--- src/rtl/kc_render_pkg.sv ---
// rtl/kc_render_pkg.sv - shared geometry, colours and command encoding for the lane renderer
package kc_render_pkg;

    localparam int unsigned BOARD_X0   = 48;
    localparam int unsigned BOARD_W    = 64;
    localparam int unsigned BOARD_H    = 120;
    localparam int unsigned LANE_W     = 16;
    localparam int unsigned NOTE_INSET = 2;
    localparam int unsigned NOTE_W     = 12;
    localparam int unsigned SLOT_H     = 8;
    localparam int unsigned SLOT_COUNT = 13;
    localparam int unsigned NOTE_H     = SLOT_H * SLOT_COUNT;
    localparam int unsigned HITLINE_Y  = 104;

    localparam logic [2:0] COL_BLACK   = 3'b000;
    localparam logic [2:0] COL_DIVIDER = 3'b111;
    localparam logic [2:0] COL_HITLINE = 3'b110;
    localparam logic [2:0] COL_LANE1   = 3'b010;
    localparam logic [2:0] COL_LANE2   = 3'b100;
    localparam logic [2:0] COL_LANE3   = 3'b110;
    localparam logic [2:0] COL_LANE4   = 3'b001;

    typedef enum logic [2:0] {
        CMD_NONE  = 3'd0,
        CMD_ERASE = 3'd1,
        CMD_BOARD = 3'd2,
        CMD_NOTE1 = 3'd3,
        CMD_NOTE2 = 3'd4,
        CMD_NOTE3 = 3'd5,
        CMD_NOTE4 = 3'd6
    } cmd_t;

    // Fixed priority: erase beats board beats the note lanes in lane order
    function automatic cmd_t select_cmd(input logic erase, input logic board, input logic [3:0] notes);
        if (erase)         return CMD_ERASE;
        else if (board)    return CMD_BOARD;
        else if (notes[0]) return CMD_NOTE1;
        else if (notes[1]) return CMD_NOTE2;
        else if (notes[2]) return CMD_NOTE3;
        else if (notes[3]) return CMD_NOTE4;
        else               return CMD_NONE;
    endfunction

    function automatic logic [2:0] lane_colour(input logic [1:0] lane);
        case (lane)
            2'd0:    return COL_LANE1;
            2'd1:    return COL_LANE2;
            2'd2:    return COL_LANE3;
            default: return COL_LANE4;
        endcase
    endfunction

endpackage

--- src/rtl/sweep_counter.sv ---
// rtl/sweep_counter.sv - x/y raster counter with runtime extent, clear/advance and last flag
module sweep_counter (
    input  logic       clk,
    input  logic       reset,
    input  logic       i_clear,
    input  logic       i_advance,
    input  logic [7:0] i_width,
    input  logic [6:0] i_height,
    output logic [7:0] o_cx,
    output logic [6:0] o_cy,
    output logic       o_last
);

    logic [7:0] r_cx;
    logic [6:0] r_cy;
    logic [7:0] w_bx;
    logic [6:0] w_by;
    logic       w_row_end;
    logic       w_col_end;

    // Clear together with advance means "restart at the origin and step past it"
    assign w_bx      = i_clear ? 8'd0 : r_cx;
    assign w_by      = i_clear ? 7'd0 : r_cy;
    assign w_row_end = (w_bx == i_width - 8'd1);
    assign w_col_end = (w_by == i_height - 7'd1);

    assign o_cx   = r_cx;
    assign o_cy   = r_cy;
    assign o_last = (r_cx == i_width - 8'd1) && (r_cy == i_height - 7'd1);

    // Raster step, cx fastest; a lone clear parks the counter at the origin
    always_ff @(posedge clk or posedge reset) begin
        if (reset) begin
            r_cx <= 8'd0;
            r_cy <= 7'd0;
        end else if (i_advance) begin
            if (w_row_end) begin
                r_cx <= 8'd0;
                r_cy <= w_col_end ? 7'd0 : w_by + 7'd1;
            end else begin
                r_cx <= w_bx + 8'd1;
                r_cy <= w_by;
            end
        end else if (i_clear) begin
            r_cx <= 8'd0;
            r_cy <= 7'd0;
        end
    end

endmodule

--- src/rtl/lane_renderer.sv ---
// rtl/lane_renderer.sv - board/note sweep renderer for a 160x120 VGA adapter (option: RENDER_HITLINE_EN)
module lane_renderer
    import kc_render_pkg::*;
(
    input  logic        clk,
    input  logic        reset,
    input  logic        erase_notes,
    input  logic        draw_board,
    input  logic        draw_notes1,
    input  logic        draw_notes2,
    input  logic        draw_notes3,
    input  logic        draw_notes4,
    input  logic        plot,
    input  logic [12:0] lane_notes1,
    input  logic [12:0] lane_notes2,
    input  logic [12:0] lane_notes3,
    input  logic [12:0] lane_notes4,
    output logic        updating,
    output logic [7:0]  x,
    output logic [6:0]  y,
    output logic [2:0]  colour,
    output logic        writeEn
);

    typedef enum logic {ST_IDLE, ST_BUSY} state_t;

    state_t      r_state;
    cmd_t        r_cmd;
    logic [12:0] r_snap [4];
    logic [7:0]  r_x;
    logic [6:0]  r_y;
    logic [2:0]  r_colour;
    logic        r_we;

    cmd_t        w_sel;
    cmd_t        w_cmd;
    logic        w_start;
    logic        w_emit;
    logic        w_cnt_last;
    logic        w_last_pixel;
    logic [7:0]  w_cx;
    logic [6:0]  w_cy;
    logic [7:0]  w_px;
    logic [6:0]  w_py;
    logic [7:0]  w_width;
    logic [6:0]  w_height;
    logic [7:0]  w_x0;
    logic [1:0]  w_lane;
    logic        w_is_note;
    logic [12:0] w_notes_in;
    logic [12:0] w_notes;
    logic [3:0]  w_slot;
    logic [2:0]  w_colour;

    assign w_sel = select_cmd(erase_notes, draw_board,
                              {draw_notes4, draw_notes3, draw_notes2, draw_notes1});

    // r_cmd remembers the command last swept, so a held command is not redrawn
    assign w_start      = (w_sel != CMD_NONE) && (w_sel != r_cmd);
    assign w_emit       = w_start || ((r_state == ST_BUSY) && (w_sel == r_cmd));
    assign w_cmd        = w_start ? w_sel : r_cmd;
    assign w_px         = w_start ? 8'd0 : w_cx;
    assign w_py         = w_start ? 7'd0 : w_cy;
    assign w_last_pixel = w_emit && !w_start && w_cnt_last;
    assign updating     = !reset && (w_sel != CMD_NONE) && !w_last_pixel;

    sweep_counter u_sweep (
        .clk       (clk),
        .reset     (reset),
        .i_clear   (w_start || !w_emit || w_last_pixel),
        .i_advance (w_emit && !w_last_pixel),
        .i_width   (w_width),
        .i_height  (w_height),
        .o_cx      (w_cx),
        .o_cy      (w_cy),
        .o_last    (w_cnt_last)
    );

    // Sweep geometry of the active command; lanes sit LANE_W apart inside the board
    always_comb begin
        w_width   = 8'(BOARD_W);
        w_height  = 7'(BOARD_H);
        w_lane    = 2'd0;
        w_is_note = 1'b0;
        case (w_cmd)
            CMD_NOTE1: begin w_lane = 2'd0; w_is_note = 1'b1; end
            CMD_NOTE2: begin w_lane = 2'd1; w_is_note = 1'b1; end
            CMD_NOTE3: begin w_lane = 2'd2; w_is_note = 1'b1; end
            CMD_NOTE4: begin w_lane = 2'd3; w_is_note = 1'b1; end
            default:   begin w_lane = 2'd0; w_is_note = 1'b0; end
        endcase
        if (w_is_note) begin
            w_width  = 8'(NOTE_W);
            w_height = 7'(NOTE_H);
            w_x0     = 8'(BOARD_X0 + NOTE_INSET) + {2'b00, w_lane, 4'b0000};
        end else begin
            w_x0     = 8'(BOARD_X0);
        end
    end

    // Pixel colour; the first pixel of a sweep reads the live notes being snapshotted
    always_comb begin
        case (w_lane)
            2'd0:    w_notes_in = lane_notes1;
            2'd1:    w_notes_in = lane_notes2;
            2'd2:    w_notes_in = lane_notes3;
            default: w_notes_in = lane_notes4;
        endcase
        w_notes  = w_start ? w_notes_in : r_snap[w_lane];
        w_slot   = w_py[6:3];
        w_colour = COL_BLACK;
        if (w_cmd == CMD_BOARD) begin
            if (w_px[3:0] == 4'd0) w_colour = COL_DIVIDER;
`ifdef RENDER_HITLINE_EN
            if (w_py == 7'(HITLINE_Y)) w_colour = COL_HITLINE;
`endif
        end else if (w_is_note) begin
            if (w_notes[w_slot]) w_colour = lane_colour(w_lane);
        end
    end

    // Control FSM with the registered pixel port and the note snapshot
    always_ff @(posedge clk or posedge reset) begin
        if (reset) begin
            r_state  <= ST_IDLE;
            r_cmd    <= CMD_NONE;
            for (int i = 0; i < 4; i++) r_snap[i] <= 13'd0;
            r_x      <= 8'd0;
            r_y      <= 7'd0;
            r_colour <= 3'd0;
            r_we     <= 1'b0;
        end else begin
            r_cmd   <= w_sel;
            r_state <= (w_emit && !w_last_pixel) ? ST_BUSY : ST_IDLE;
            r_we    <= w_emit && plot;
            if (w_emit) begin
                r_x      <= w_x0 + w_px;
                r_y      <= w_py;
                r_colour <= w_colour;
            end
            if (w_start) begin
                r_snap[0] <= lane_notes1;
                r_snap[1] <= lane_notes2;
                r_snap[2] <= lane_notes3;
                r_snap[3] <= lane_notes4;
            end
        end
    end

    assign x       = r_x;
    assign y       = r_y;
    assign colour  = r_colour;
    assign writeEn = r_we;

endmodule

--- config.mk ---
export PLATFORM = sky130hd
export DESIGN_NAME = lane_renderer
export DESIGN_NICKNAME = d
export VERILOG_FILES = /design/src/rtl/kc_render_pkg.sv /design/src/rtl/sweep_counter.sv /design/src/rtl/lane_renderer.sv
export SDC_FILE = /design/constraint.sdc
export NUM_CORES = 1
export LEC_CHECK = 0
export CORE_MARGIN = 2
export CORE_UTILIZATION = 64
export DETAILED_ROUTE_END_ITERATION = 10
export DONT_BUFFER_PORTS = 1
export PLACE_DENSITY = 0.8
export SLEW_MARGIN = 10
export SYNTH_ARGS = -nofsm -noshare
export SYNTH_HDL_FRONTEND = slang
export SYNTH_SLANG_ARGS = --single-unit
--- constraint.sdc ---
create_clock -name clk -period 4.5 [get_ports clk]
set_input_delay 0 -clock clk [delete_from_list [all_inputs] [get_ports clk]]
set_output_delay 0 -clock clk [all_outputs]
set_load 0.01 [all_outputs]
### Word level (Yosys, flattened, before mapping)

Cells that the tools add are included.

* register bits: 90
* word-level logic and storage cells: 88

* reduce and logical (&&, ||, !) cells: 20
* add/sub/neg operators: 6
* mux-type cells: 34
* equal/unequal tests: 13
* magnitude comparators: 2
* bitwise logic cells: 1

Operators by type and width (count)
* $mux W7: 7
* $mux W13: 3
* $pmux W13 S3: 1
* $mux W3: 11
* $mux W8: 4
* $bmux W13 S2: 1
* $eq A8 B8 Y1: 2
* $eq A7 B7 Y1: 2
* $eq A3 B3 Y1 const B: 3
* $logic_and A1 B1 Y1: 9
* $pmux W3 S3: 1
* $add A8 B1 Y8 const B: 1
* $add A8 B8 Y8: 1
* $sub A7 B1 Y8 const B: 1
* $add A6 B6 Y7 const A: 1
* $add A7 B1 Y7 const B: 1
* $sub A6 B2 Y7 const B: 1
* $eq A3 B2 Y1 const B: 2
* $pmux W2 S3: 1
* $lt A4 B5 Y1 const B: 1
* $mux W5: 1
* $bmux W1 S4: 1
* $logic_not A1 Y1: 4
* $logic_not A4 Y1: 1
* 11 further kinds: 15

### Depth between registers and ports, before layout

* depth after elaboration: 23
* mapped depth: 15
* mapped depth without buffers: 14

### Hierarchy

A second synthesis with hierarchy kept.

* cells, all modules: 556
* area total of the unflattened synthesis: 5715.5 um2

By module, submodules not included
* lane_renderer: area each 4050.1 um2, cells an instance 360, times used 1, seq. area each 1876.8 um2
* sweep_counter: area each 1665.3 um2, cells an instance 196, times used 1, seq. area each 375.4 um2

### Worst setup path after synthesis

Ideal clock, no wire load.

* kind: register to register
* start: register r_cmd[1]
* end: register u_sweep.r_cy[4] (netlist: u_sweep.o_cy[4])
* arrival time: 3078 ps
* clock period less this slack: 3150 ps
* buffers on the path: 0
* stages on the path, launching flop included: 15
* slack: 1350 ps
* cell sequence: dfrtp_1 > nor2_1 > o31a_1 > a211oi_4 > xor2_2 > inv_2 > nor3_2 > o2111ai_4 > and3_1 > ha_1 > nand2_1 > nor4b_2 > and4_1 > or3_4 > nor2_1

* word-level cells in the longest chain between the ends: 17
* elaborated cells between the ends (all ways): 35

RTL lines
* start: declaration: RTL line lane_renderer.sv:28 `cmd_t r_cmd;`
* start signal: assignment: RTL line lane_renderer.sv:133 `r_cmd <= w_sel;`
* $ne A3 B3 Y1: RTL line lane_renderer.sv:59 `assign w_start = (w_sel != CMD_NONE) && (w_sel != r_cmd);`
* $logic_and A1 B1 Y1: RTL line lane_renderer.sv:59
* $mux W3: RTL line lane_renderer.sv:61 `assign w_cmd = w_start ? w_sel : r_cmd;`
* $eq A3 B3 Y1 / $eq A3 B2 Y1 (equally long branches): RTL line lane_renderer.sv:85 `case (w_cmd)`
* $reduce_or A4 Y1 (no line)
* $mux W1: RTL line lane_renderer.sv:85
* $mux W7 / $mux W5 (equally long branches): RTL line lane_renderer.sv:92 `if (w_is_note) begin`
* $sub A7 B1 Y8 / $sub A6 B2 Y7 (equally long branches): RTL line sweep_counter.sv:24, sweep_counter.sv:29, sweep_counter.sv:25
* $eq A8 B8 Y1 / $eq A7 B7 Y1 (equally long branches): RTL line sweep_counter.sv:29 `assign o_last = (r_cx == i_width - 8'd1) && (r_cy == i_height - 7'd1);`
* $logic_and A1 B1 Y1: RTL line sweep_counter.sv:29
* $logic_and A1 B1 Y1: RTL line lane_renderer.sv:64 `assign w_last_pixel = w_emit && !w_start && w_cnt_last;`
* $logic_or A1 B1 Y1: RTL line lane_renderer.sv:70 `.i_clear (w_start || !w_emit || w_last_pixel),`
* $mux W7
* $add A7 B1 Y7 / $eq A7 B7 Y1 (equally long branches): RTL line sweep_counter.sv:39, sweep_counter.sv:25
* $mux W7: RTL line sweep_counter.sv:39 `r_cy <= w_col_end ? 7'd0 : w_by + 7'd1;`
* $mux W7: RTL line sweep_counter.sv:37 `if (w_row_end) begin`
* $mux W7 *: RTL line sweep_counter.sv:36 `end else if (i_advance) begin`
* end signal: assignment: RTL line sweep_counter.sv:39
* end signal: assignment: RTL line sweep_counter.sv:42 `r_cy <= w_by;`
* end: declaration: RTL line sweep_counter.sv:15 `logic [6:0] r_cy;`

Mark *: on every way between the ends. The rest lies on a longest branch, timed or not.
A chain may end at the register's enable or synchronous reset.

### Final worst setup path

* start: register r_cmd[1]
* end: register u_sweep.r_cy[6] (netlist: u_sweep.o_cy[6])

The elaborated chain is that of the path after synthesis.

==> impl_metrics.toml <==
[status]
status = "finished, final reports clean"

[floorplanning]
chipWidth_um = 90.7
die_area_um2 = 8220
rows = 31
start_util = 0.663
pin_count = 81
die_y_um = 90.7
coreArea_um2 = 7250

[timing]
whs_ns = 0.0458
timing_hold_violations_final = 0
slew_violations = 0
clock.fmax_mhz = 270
setup_violations = 0
finalCritPeriodShare = 0.823
relSlewSlack = 0.286
rsz0062_at_grt = "false"
fin_setup_tns_ns = 0
fin_crit_ns = 3.70
skew_ns = 0.0122
fin_ws_ns = 0.795
worst_slew_pin_slew_ns = 1.07

[logic_synthesis]
synth_fp_nets = 505
ys_top_cells_by_area = "dfrtp_1, mux2_2, mux2i_1"
synth_top_area_cell = "dfrtp_1"
synth_top_area_frac = 0.468
synth_edf_count = 0
ys_seq_area_frac = 0.468
ys_warn_count = 0
async_flop_share = 1.00
synthCells = 433
ys.flop_type = "dfrtp_1"
yosys.cell_types.count = 73
synth.ff_latch_count = 90
avgSynthCellArea_um2 = 11.1
synth_area_um2 = 4810

[cells_and_area]
multi_input_area_um2 = 2430
utilization = 0.791
fin_cells = 595
num_antenna_cells = 0
seq_area_um2 = 2250
fin_area_um2 = 5730
fill_cells = 450
layout.nets = 563
area_growth_pct = 19.2
drive_gt1_frac = 0.204

[critical_path]
start_kind = "flop"
cp_common_cell = "nor2_1"
cp-end-kind = "flop"
cp_slowest_cell = "dfrtp_1"
crit_required_ns = 4.80
critPathMaxStageDelay_ns = 0.41
r2r_start = "r_cmd[1]"
arrival_ns = 4.00
worstSetupPathType = "flop to flop"
path_cells = "nor2_1 > o31a_1 > a211oi_4 > xor2_2 > inv_2 > nor3_2 > o2111ai_4 > and3_1 > ha_1 > nand2_1 > nor4b_2 > buf_4 > and4_1 > or3_4 > nor2_1"
worstPathMaxFanout = 11
critPathLaunch = "r_cmd[1]"

[pwr]
p_seq_frac = 0.494
total_power_mw = 1.95
power.share.switching = 0.284
power.leakage_nw = 2.43
clkPwrFrac = 0.323
p_int_mw = 1.40
ir_drop_mv = 0.216
combPwrFrac = 0.183
cellPowerDensity_nw_per_um2 = 340
netSwitchingPower_mw = 0.555

[routing]
antenna_left = 0
routed_wl_um = 11600
dr.pass1.iters = 5
wl_per_cell_um = 19.5
first_iter_violations = 227
num_vias = 3643
drc = 0
vias_per_cell = 6.12

[grt]
overflow = 0
grt_max_degree = 58
grt_pass1_wl_um = 19000
antenna_found_initial = 0
grt_usage = 0.298
first_global_vias = 3729

[cts]
htreeDepth = 3
cts_tree = "done"
clk_pin_slew_worst_paths_ns = 0.09
clkSinkCount = 90
cts_buffers = 9
cts-root-buf = "clkbuf_8"
clock_latency_ns = 0.37
cts.repair.resized = 0
cts_buffer_depth = 2

[place]
dp_slack_ns = 0.866
globalplace.congestion = 0.925
postPlaceCellArea_um2 = 4900
port_buffers = 0
dp_hpwl_um = 7450
placedCellCount = 519

[hold_path]
holdCritStartpoint = "erase_notes"
holdCritPathClass = "input port to flop"

[job]
maxCapViolCount = 0
-- cells in the mapped netlist (11+ instances only) --
cell,n
mux2i_1,15
o21ai_0,16
nor2_1,25
xnor2_1,11
nand2_1,36
ha_1,11
mux2_2,52
dfrtp_1,90
-- state kept, by name, summed over array words and instances (netlist names) --
| signal | flops |
|---|---|
| r_snap | 52 |
| u_sweep.o_cx | 8 |
| x | 8 |
| u_sweep.o_cy | 7 |
| y | 7 |
| colour | 3 |
| r_cmd | 3 |
| r_state | 1 |
| writeEn | 1 |
-- final timing paths --
kind                       slack, ns         endpoint  depth (start not counted)
setup reg to reg                0.80  u_sweep.o_cy[6]                         15
setup / recovery                0.80  u_sweep.o_cy[6]                         15
hold / removal                  0.05        colour[0]                          5
hold reg to reg                 0.51       r_snap[39]                          1
min in group asynchronous       0.27  u_sweep.o_cx[0]                          2
max in group asynchronous       3.26       r_snap[11]                          3
-- timing repair --
item / in CTS / in global routing
endpoints found under the hold margin: 112 / 0
buffers inserted: 0 / 0
hold buffers: 60 / 0
-- logic make-up after synthesis --
group	count (synthesis)	synth area share
XOR/XNOR	22	0.0416
AND/OR/NAND/NOR	139	0.157
flip-flops	90	0.468
multiplexers	68	0.158
adder cells (fa/ha/maj)	11	0.0286
AO/OA/AOI/OAI	71	0.118
buffers and inverters	32	0.0289
-- critical path: cells and delay by family, from the launching register on --
kind	cells	cell delay (ns)
buffers and inverters	2	0.29
xor gates and xnor gates	1	0.31
DFF	1	0.41
and+or+nand+nor	8	1.44
AOI/OAI and AO/OA	3	0.93
adders and majority gates	1	0.24
-- routing by layer --
layer / vias to the layer above / track usage / part of all wire
met4: 0 / 0.104 / 0.023
met1: 1786 / 0.376 / 0.41
met2: 163 / 0.481 / 0.48
met5: - / 0 / 0
met3: 25 / 0.103 / 0.086
li1: 1669 / - / -
-- area by class of cell --
cell class | count | share of cell area
clock buffer | 9 | 0.0216
tap | 99 | 0.0216
multi-input combinational | 311 | 0.424
sequential | 90 | 0.393
timing repair buffer | 66 | 0.113
inverter | 13 | 0.00873
clock inverter | 7 | 0.0183
-- placed cells by master, fill, tap and decap left out, drive strengths merged, types with 2 or more instances in the layout --
cell type | Yosys | final
and2 | 7 | 7
mux2 | 52 | 52
clkbuf | 8 | 9
nor2 | 25 | 25
and3 | 11 | 11
dlygate4sd3 | 0 | 60
a311oi | 2 | 2
nand2b | 5 | 5
o2111ai | 3 | 3
a31oi | 3 | 3
bufinv | 0 | 2
nor2b | 10 | 10
a22o | 5 | 5
nand4 | 4 | 4
dfrtp | 90 | 90
nor3 | 13 | 13
inv | 13 | 16
o21ai | 21 | 21
a211oi | 5 | 5
nor3b | 4 | 4
mux2i | 15 | 15
a21oi | 10 | 10
buf | 11 | 6
xor2 | 11 | 11
o31a | 2 | 2
nand3 | 10 | 10
o31ai | 2 | 2
xnor2 | 11 | 11
or3 | 3 | 3
nor4 | 2 | 2
ha | 11 | 11
nand2 | 37 | 37
-- power groups by stage --
stage / clock, mW / sequential [mW] / combinational [mW]
finish: 0.631 / 0.963 / 0.357
global route: 0.682 / 0.974 / 0.389
CTS: 0.640 / 0.960 / 0.351
detailed placement: 0 / 0.976 / 0.306
global placement: 0 / 0.971 / 0.297
floorplan: 0 / 0.955 / 0.254
Note: power is estimated with default switching activity, not from simulation.
